## src/rtl/serial_frame_pkg.sv

```systemverilog
// Shared types and line levels for the single-wire serial frame path.
package serial_frame_pkg;

  typedef enum logic [1:0] {
    IDLE,
    START,
    DATA,
    STOP
  } tx_state_e;

  localparam logic LINE_IDLE = 1'b1;
  localparam logic START_BIT = 1'b0;
  localparam logic STOP_BIT  = 1'b1;

endpackage

```

## src/rtl/serial_frame_bit_timer.sv

```systemverilog
// Per-bit clock-cycle counter; tick marks the last cycle of each bit period.
module bit_timer #(
  parameter int unsigned CLKS_PER_BIT = 4
) (
  input  logic clk,
  input  logic rst,
  input  logic clear,
  output logic tick
);

  localparam int unsigned CntW = (CLKS_PER_BIT > 1) ? $clog2(CLKS_PER_BIT) : 1;
  localparam logic [CntW-1:0] CntLast = CntW'(CLKS_PER_BIT - 1);

  logic [CntW-1:0] cnt_q, cnt_d;

  always_comb begin
    cnt_d = cnt_q;
    if (clear || (cnt_q == CntLast)) begin
      cnt_d = '0;
    end else begin
      cnt_d = cnt_q + CntW'(1);
    end
  end

  always_ff @(posedge clk) begin
    if (rst) begin
      cnt_q <= '0;
    end else begin
      cnt_q <= cnt_d;
    end
  end

  // Held at zero while cleared, so the first bit after a transfer gets its full period.
  assign tick = !clear && (cnt_q == CntLast);

endmodule

```

## src/rtl/serial_frame_tx.sv

```systemverilog
// Parallel-in, framed serial-out transmitter: start bit, LSB-first data, stop bit.
module serial_frame_tx
  import serial_frame_pkg::*;
#(
  parameter int unsigned DATA_W       = 8,
  parameter int unsigned CLKS_PER_BIT = 4
) (
  input  logic              clk,
  input  logic              rst,
  input  logic [DATA_W-1:0] tx_data,
  input  logic              tx_valid,
  output logic              tx_ready,
  output logic              tx_serial,
  output logic              tx_busy,
  output logic              tx_done
);

  localparam int unsigned BitW = $clog2(DATA_W + 1);
  localparam logic [BitW-1:0] BitLast = BitW'(DATA_W - 1);

  tx_state_e         state_q;
  logic [DATA_W-1:0] shift_q;
  logic [DATA_W-1:0] shift_nxt;
  logic [BitW-1:0]   bit_cnt_q;
  logic              serial_q;
  logic              busy_q;
  logic              done_q;
  logic              timer_clear;
  logic              tick;

  assign shift_nxt   = shift_q >> 1;
  assign timer_clear = (state_q == IDLE);

  bit_timer #(
    .CLKS_PER_BIT(CLKS_PER_BIT)
  ) u_bit_timer (
    .clk  (clk),
    .rst  (rst),
    .clear(timer_clear),
    .tick (tick)
  );

  always_ff @(posedge clk) begin
    if (rst) begin
      state_q   <= IDLE;
      shift_q   <= '0;
      bit_cnt_q <= '0;
      serial_q  <= LINE_IDLE;
      busy_q    <= 1'b0;
      done_q    <= 1'b0;
    end else begin
      done_q <= 1'b0;
      unique case (state_q)
        IDLE: begin
          if (tx_valid) begin
            shift_q   <= tx_data;
            bit_cnt_q <= '0;
            serial_q  <= START_BIT;
            busy_q    <= 1'b1;
            state_q   <= START;
          end
        end
        START: begin
          if (tick) begin
            serial_q <= shift_q[0];
            state_q  <= DATA;
          end
        end
        DATA: begin
          if (tick) begin
            shift_q <= shift_nxt;
            if (bit_cnt_q == BitLast) begin
              bit_cnt_q <= '0;
              serial_q  <= STOP_BIT;
              state_q   <= STOP;
            end else begin
              // Present the next bit on the same edge the register shifts.
              bit_cnt_q <= bit_cnt_q + BitW'(1);
              serial_q  <= shift_nxt[0];
            end
          end
        end
        STOP: begin
          if (tick) begin
            serial_q <= LINE_IDLE;
            busy_q   <= 1'b0;
            done_q   <= 1'b1;
            state_q  <= IDLE;
          end
        end
        default: state_q <= IDLE;
      endcase
    end
  end

  assign tx_ready  = (state_q == IDLE);
  assign tx_serial = serial_q;
  assign tx_busy   = busy_q;
  assign tx_done   = done_q;

endmodule
```

## config.mk

```make
export PLATFORM = sky130hd
export DESIGN_NAME = serial_frame_tx
export DESIGN_NICKNAME = d
export VERILOG_FILES = /design/src/rtl/serial_frame_pkg.sv /design/src/rtl/serial_frame_bit_timer.sv /design/src/rtl/serial_frame_tx.sv
export SDC_FILE = /design/constraint.sdc
export NUM_CORES = 1
export LEC_CHECK = 0
export CELL_PAD_IN_SITES_DETAIL_PLACEMENT = 1
export CELL_PAD_IN_SITES_GLOBAL_PLACEMENT = 1
export CORE_MARGIN = 2
export CORE_UTILIZATION = 44
export CTS_CLUSTER_SIZE = 28
export DETAILED_ROUTE_END_ITERATION = 10
export GPL_TIMING_DRIVEN = 0
export PLACE_DENSITY = 0.84
export SETUP_SLACK_MARGIN = 0.15
export SLEW_MARGIN = 20
export SYNTH_ARGS = -nofsm -noshare
export SYNTH_HDL_FRONTEND = slang
export SYNTH_HIERARCHICAL = 1
export SYNTH_SLANG_ARGS = --single-unit
```

## constraint.sdc

```tcl
create_clock -name clk -period 2.7 [get_ports clk]
set_input_delay 0.27 -clock clk [delete_from_list [all_inputs] [get_ports clk]]
set_output_delay 0.27 -clock clk [all_outputs]
set_load 0.01 [all_outputs]
```

==> results of run 1 <==
power breakdown:
| group | internal, uW | switching [uW] | leakage (uW) |
|---|---|---|---|
| clock | 57.6 | 92.5 | 0.0000150 |
| sequential | 352 | 45.3 | 0.000156 |
| combinational | 301 | 346 | 0.000314 |
| total | 710 | 483 | 0.000485 |
worst min-delay path by stage:
| stage | to | slack (ns) | start |
|---|---|---|---|
| after floorplan | u_bit_timer/cnt_q[0] | 0.34 | rst |
| after global placement | u_bit_timer/cnt_q[0] | 0.42 | u_bit_timer/cnt_q[0] |
| after detailed placement | u_bit_timer/cnt_q[0] | 0.45 | u_bit_timer/cnt_q[0] |
| after CTS | u_bit_timer/cnt_q[0] | 0.47 | u_bit_timer/cnt_q[0] |
| after global routing | u_bit_timer/cnt_q[0] | 0.48 | u_bit_timer/cnt_q[0] |
| final | u_bit_timer/cnt_q[0] | 0.46 | u_bit_timer/cnt_q[0] |
sequential cells by signal, indices dropped and copies added, names as in the netlist:
signal	cells
bit_cnt_q	4
shift_q	8
state_q	2
tx_busy	1
tx_done	1
tx_serial	1
u_bit_timer/cnt_q	2
metal layers:
metal | routed length [um] | global-route usage, % | up-vias
met4 | 8 | 2.56 | 0
met2 | 1260 | 36.4 | 13
li1 | - | - | 453
met5 | 0 | 0 | -
met3 | 73 | 5.08 | 2
met1 | 1220 | 27.6 | 453
layout make-up:
cell class                      count  share of cell area, %
Inverter                            6                   1.77
Timing Repair Buffer               14                   11.0
Multi-Input combinational cell     79                   48.4
Clock buffer                        4                   2.06
Sequential cell                    19                   29.9
Tap cell                           28                   2.75
Buffer                              6                   4.13
metrics by stage:
stage	instance area, um2	hold slack (ns)
2_1_floorplan	1070	0.343
3_3_place_gp	1250	0.418
3_5_place_dp	1250	0.455
4_1_cts	1270	0.471
5_1_grt	1270	0.483
6_report	1270	0.458
logic make-up after synthesis:
family	after synthesis	share of synthesized area (%)
AOI/OAI and AO/OA	34	22.5
buffers and inverters	12	7.00
adders and majority gates	7	8.17
xor gates and xnor gates	1	0.817
DFF	19	35.5
and+or+nand+nor	27	16.2
muxes	10	9.80
cells in the final DEF, fill, tap and decap left out, drive strengths merged, types with 2 or more instances in the layout:
cell type and n:
nor2 2, buf 4, nand2 6, o21ai 5
mux2i 9, clkdlybuf4s50 14, nand2b 3, dfxtp 19
a311oi 7, and3 2, a21oi 12, nor4 2
o21a 2, nor2b 3, ha 7, o221ai 2
inv 6, clkbuf 6
Yosys cell counts (3+ instances only):
library cell	n
nor2b_1	3
a21oi_1	10
ha_1	7
nand2b_1	3
mux2i_1	9
inv_1	6
nand2_1	6
o21ai_0	5
dfxtp_1	19
a311oi_1	7
==> impl_metrics.tcl, run 1 <==
set metrics [dict create \
    status "complete, no violations" \
    relSlewSlack_pct 67.1 \
    start_util_pct 47.6 \
    grt_pass1_wl_um 4350 \
    cp-endpoint "tx_ready" \
    grt_overflow 0 \
    drive_gt1_share_pct 13.3 \
    end_kind "output port" \
    port_buffers 14 \
    pwr_density_cell_nw_per_um2 937 \
    cts_tree "done" \
    worstMarginPinSlew_ns 0.493 \
    avgSynthCellArea_um2 9.75 \
    hold_violations 0 \
    fin_cells 156 \
    crit_type "reg2out" \
    cp_top_family "buffers and inverters" \
    grt_pass1_vias 906 \
    cts_max_level 1 \
    dieArea_um2 2850 \
    syn-num-nets 128 \
    wl_um 2560 \
    cpMaxStageDelayCell "clkdlybuf4s50_1" \
    crit_fanout 11 \
    postLayoutCoreUtil_pct 56.5 \
    finalPower_uw 1190 \
    synth-seq-area-share_pct 35.5 \
    ant_nets 0 \
    hold_class "reg2reg" \
    synth_seq_cells 19 \
    synthFlopType "dfxtp_1" \
    post_cts_buffers 0 \
    finalSetupTns_ns 0 \
    synth_edf_count 0 \
    fillers 278 \
    multi_input_area_um2 617 \
    worst_slack_ns 0.557 \
    netlist.area_leader.share_pct 35.5 \
    grt_max_degree 12 \
    yosysTopAreaCell "dfxtp_1" \
    antenna_found_initial 0 \
    ff_latch_area_um2 380 \
    clk_path_buf_depth 2 \
    r2r-start "state_q[0]" \
    rsz0062_at_grt "false" \
    clk_latency_ns 0.30 \
    post-place-cells 152 \
    first_pass_iters 5 \
    crit_start "state_q[0]" \
    drv_cap 0 \
    cp-start-kind "flop" \
    rows 17 \
    finalCritPeriodShare_pct 79.4 \
    die_x_um 53.4 \
    clk_pin_slew_ns 0.12 \
    power_leakage_uw 0.000485 \
    coreArea_um2 2250 \
    critPathBufInv 2 \
    synth_cell_types 40 \
    drcViolationCount 0 \
    path_cells "inv_1 -> ha_1 -> clkdlybuf4s50_1" \
    synth_area_um2 1070 \
    cts-root-buf "clkbuf_4" \
    whs_path_depth 1 \
    fin_skew_ns 0.0116 \
    ff2ff_path_depth 8 \
    finalCriticalPeriod_ns 2.14 \
    place_ws_ns 0.662 \
    n_antenna_cell 0 \
    syn2layout_area_growth_pct 18.8 \
    fmax_ghz 0.467 \
    track_usage_pct 21.3 \
    dp_hpwl_um 1970 \
    routedWlPerCell_um 16.4 \
    final_nets 147 \
    vdd_drop_max_mv 0.556 \
    async_flop_share_pct 0 \
    synth_cells 110 \
    slew_violations 0 \
    worst-r2r-setup-slack_ns 0.64 \
    synth_warnings 6 \
    finalWeightedCongestion 0.767 \
    critical_path_depth 3 \
    pin_count 15 \
    netlist_top_cells_area "dfxtp_1 (35%), mux2i_1 (8.4%), ha_1 (8.2%)" \
    die_y_um 53.4 \
    ctsHoldBuffers 0 \
    drt_iter0_drc 12 \
    cts.sinks 19 \
    vias 921 \
    reg2reg_to "shift_q[2]" \
    crit_path_max_incr_delay_ns 0.63 \
    viasPerCell 5.90 \
    cts_resized 0 \
    setup_violations 0 \
    worstPathArrival_ns 1.87 \
    cp.required_ns 2.43 \
    cts_buffers 3 \
]
No activity file was read; power rests on OpenSTA's default activity.
==> run 2: changes to the inputs <==
--- a/config.mk
+++ b/config.mk
@@ -8,11 +8,11 @@
 export CELL_PAD_IN_SITES_DETAIL_PLACEMENT = 1
 export CELL_PAD_IN_SITES_GLOBAL_PLACEMENT = 1
 export CORE_MARGIN = 2
-export CORE_UTILIZATION = 44
+export CORE_UTILIZATION = 37
 export CTS_CLUSTER_SIZE = 28
 export DETAILED_ROUTE_END_ITERATION = 10
 export GPL_TIMING_DRIVEN = 0
-export PLACE_DENSITY = 0.84
+export PLACE_DENSITY = 0.75
 export SETUP_SLACK_MARGIN = 0.15
 export SLEW_MARGIN = 20
 export SYNTH_ARGS = -nofsm -noshare
==> constraint.sdc (replaced) <==
create_clock -name clk -period 1.8 [get_ports clk]
set_input_delay 0.18 -clock clk [delete_from_list [all_inputs] [get_ports clk]]
set_output_delay 0.18 -clock clk [all_outputs]
set_load 0.01 [all_outputs]
==> impl_metrics.tcl, run 2 (synthesis gave the netlist of run 1 again) <==
set metrics [dict create \
    status "complete, no violations" \
    finalPower_uw 2270 \
    drv_cap 0 \
    ant_nets 0 \
    finalSetupTns_ns 0 \
    cp-start-kind "flop" \
    finalCriticalPeriod_ns 1.71 \
    grt_pass1_vias 1007 \
    crit_fanout 10 \
    die_x_um 57.8 \
    cpMaxStageDelayCell "dfxtp_4" \
    fin_skew_ns 0.000484 \
    fmax_ghz 0.586 \
    cts_buffers 3 \
    whs_path_depth 2 \
    ff2ff_path_depth 6 \
    postLayoutCoreUtil_pct 55.1 \
    slew_violations 0 \
    reg_top3 "shift_q (8), bit_cnt_q (4)" \
    hold_class "reg2reg" \
    pwr_density_cell_nw_per_um2 1490 \
    coreArea_um2 2760 \
    fillers 311 \
    cts_max_level 1 \
    r2r-start "state_q[0]" \
    final_nets 162 \
    n_antenna_cell 0 \
    path_cells "inv_4 -> ha_1 -> buf_6 -> mux2_4 -> buf_8 -> a311oi_1" \
    vias 994 \
    largest_reg_flops 8 \
    syn2layout_area_growth_pct 41.8 \
    rsz0062_at_grt "true" \
    relSlewSlack_pct 58.7 \
    port_buffers 14 \
    vdd_drop_max_mv 1.03 \
    cts_tree "done" \
    cts-root-buf "clkbuf_4" \
    die_y_um 57.8 \
    pin_count 15 \
    first_pass_iters 4 \
    final_area_um2 1520 \
    hold_violations 0 \
    clk_latency_ns 0.29 \
    cp.required_ns 1.99 \
    rows 19 \
    worstMarginPinSlew_ns 0.619 \
    finalWeightedCongestion 0.752 \
    regMostFlops "shift_q" \
    grt_max_degree 11 \
    dp_hpwl_um 1930 \
    dieArea_um2 3340 \
    grt_pass1_wl_um 4710 \
    power_leakage_uw 0.000587 \
    track_usage_pct 18.2 \
    end_kind "flop" \
    start_util_pct 38.9 \
    drive_gt1_share_pct 34.3 \
    viasPerCell 5.71 \
    crit_path_max_incr_delay_ns 0.38 \
    grt_overflow 0 \
    worst-r2r-setup-slack_ns 0.09 \
    routedWlPerCell_um 18.6 \
    ctsHoldBuffers 0 \
    drt_iter0_drc 14 \
    antenna_found_initial 0 \
    cts.sinks 19 \
    placed_cell_area_um2 1270 \
    reg2reg_to "shift_q[5]" \
    setup_violations 0 \
    hp-start "shift_q[7]" \
    min_to "shift_q[7]" \
    wl_um 3240 \
    clk_path_buf_depth 2 \
    drcViolationCount 0 \
    finalCritPeriodShare_pct 94.8 \
    layout_common_cells "dfxtp_1 (16), buf_4 (14), clkdlybuf4s50_1 (13)" \
    final_common_cell "dfxtp_1" \
    worstPathArrival_ns 1.89 \
    clk_pin_slew_ns 0.11 \
    crit_type "reg2reg" \
]
## run 2: power by group
part	internal, uW	switching, uW	total [uW]
Sequential	540	80.8	620
Combinational	742	687	1430
Clock	86.3	131	217
## run 2: worst max-delay path, delay by kind of cell, from the launching register on
| kind | cells | cell delay [ns] |
|---|---|---|
| buffers and inverters | 3 | 0.35 |
| AO/OA/AOI/OAI | 1 | 0.33 |
| multiplexers | 1 | 0.33 |
| adder cells (fa/ha/maj) | 1 | 0.20 |
| flip-flops | 1 | 0.38 |
## run 2: worst max path at each step
| stage | end | start | cells after the start |
|---|---|---|---|
| after global placement | state_q[0] | tx_valid | 4 |
| final | shift_q[5] | state_q[0] | 6 |
| after detailed placement | bit_cnt_q[0] | state_q[0] | 7 |
| after CTS | bit_cnt_q[0] | state_q[0] | 6 |
| after global routing | shift_q[5] | state_q[0] | 6 |
| after floorplan | bit_cnt_q[0] | state_q[1] | 7 |
## run 2: final cells by class
type | instances | area, um2 | share of cell area, %
clock buffer | 4 | 26.3 | 1.73
sequential | 19 | 387 | 25.4
buffer | 6 | 63.8 | 4.20
timing repair buffer | 29 | 277 | 18.2
tap | 31 | 38.8 | 2.55
inverter | 6 | 25.0 | 1.65
multi-input combinational | 79 | 703 | 46.3
## run 2: repair_timing
action                     4_1_cts  5_1_grt
hold endpoints to repair         0        0
gates cloned                     0        1
setup endpoints to repair       12       12
setup buffers                    5        9
pin swaps                        3        1
resized for setup                6       21
## run 2: metal layers
metal  routed length (um)  vias up  track usage (%)
met4                   41        0             3.99
li1                     -      482                -
met2                 1710       12             32.3
met5                    0        -                0
met3                   67        6             2.23
met1                 1420      494             23.6
## run 2: stage by stage
stage               instances  hold slack, ns  setup slack [ns]
global route              174           0.540            0.0770
global placement          155           0.416            0.0394
finish                    174           0.508            0.0930
floorplan                 110           0.253             0.187
CTS                       164           0.450             0.137
detailed placement        155           0.427           -0.0295
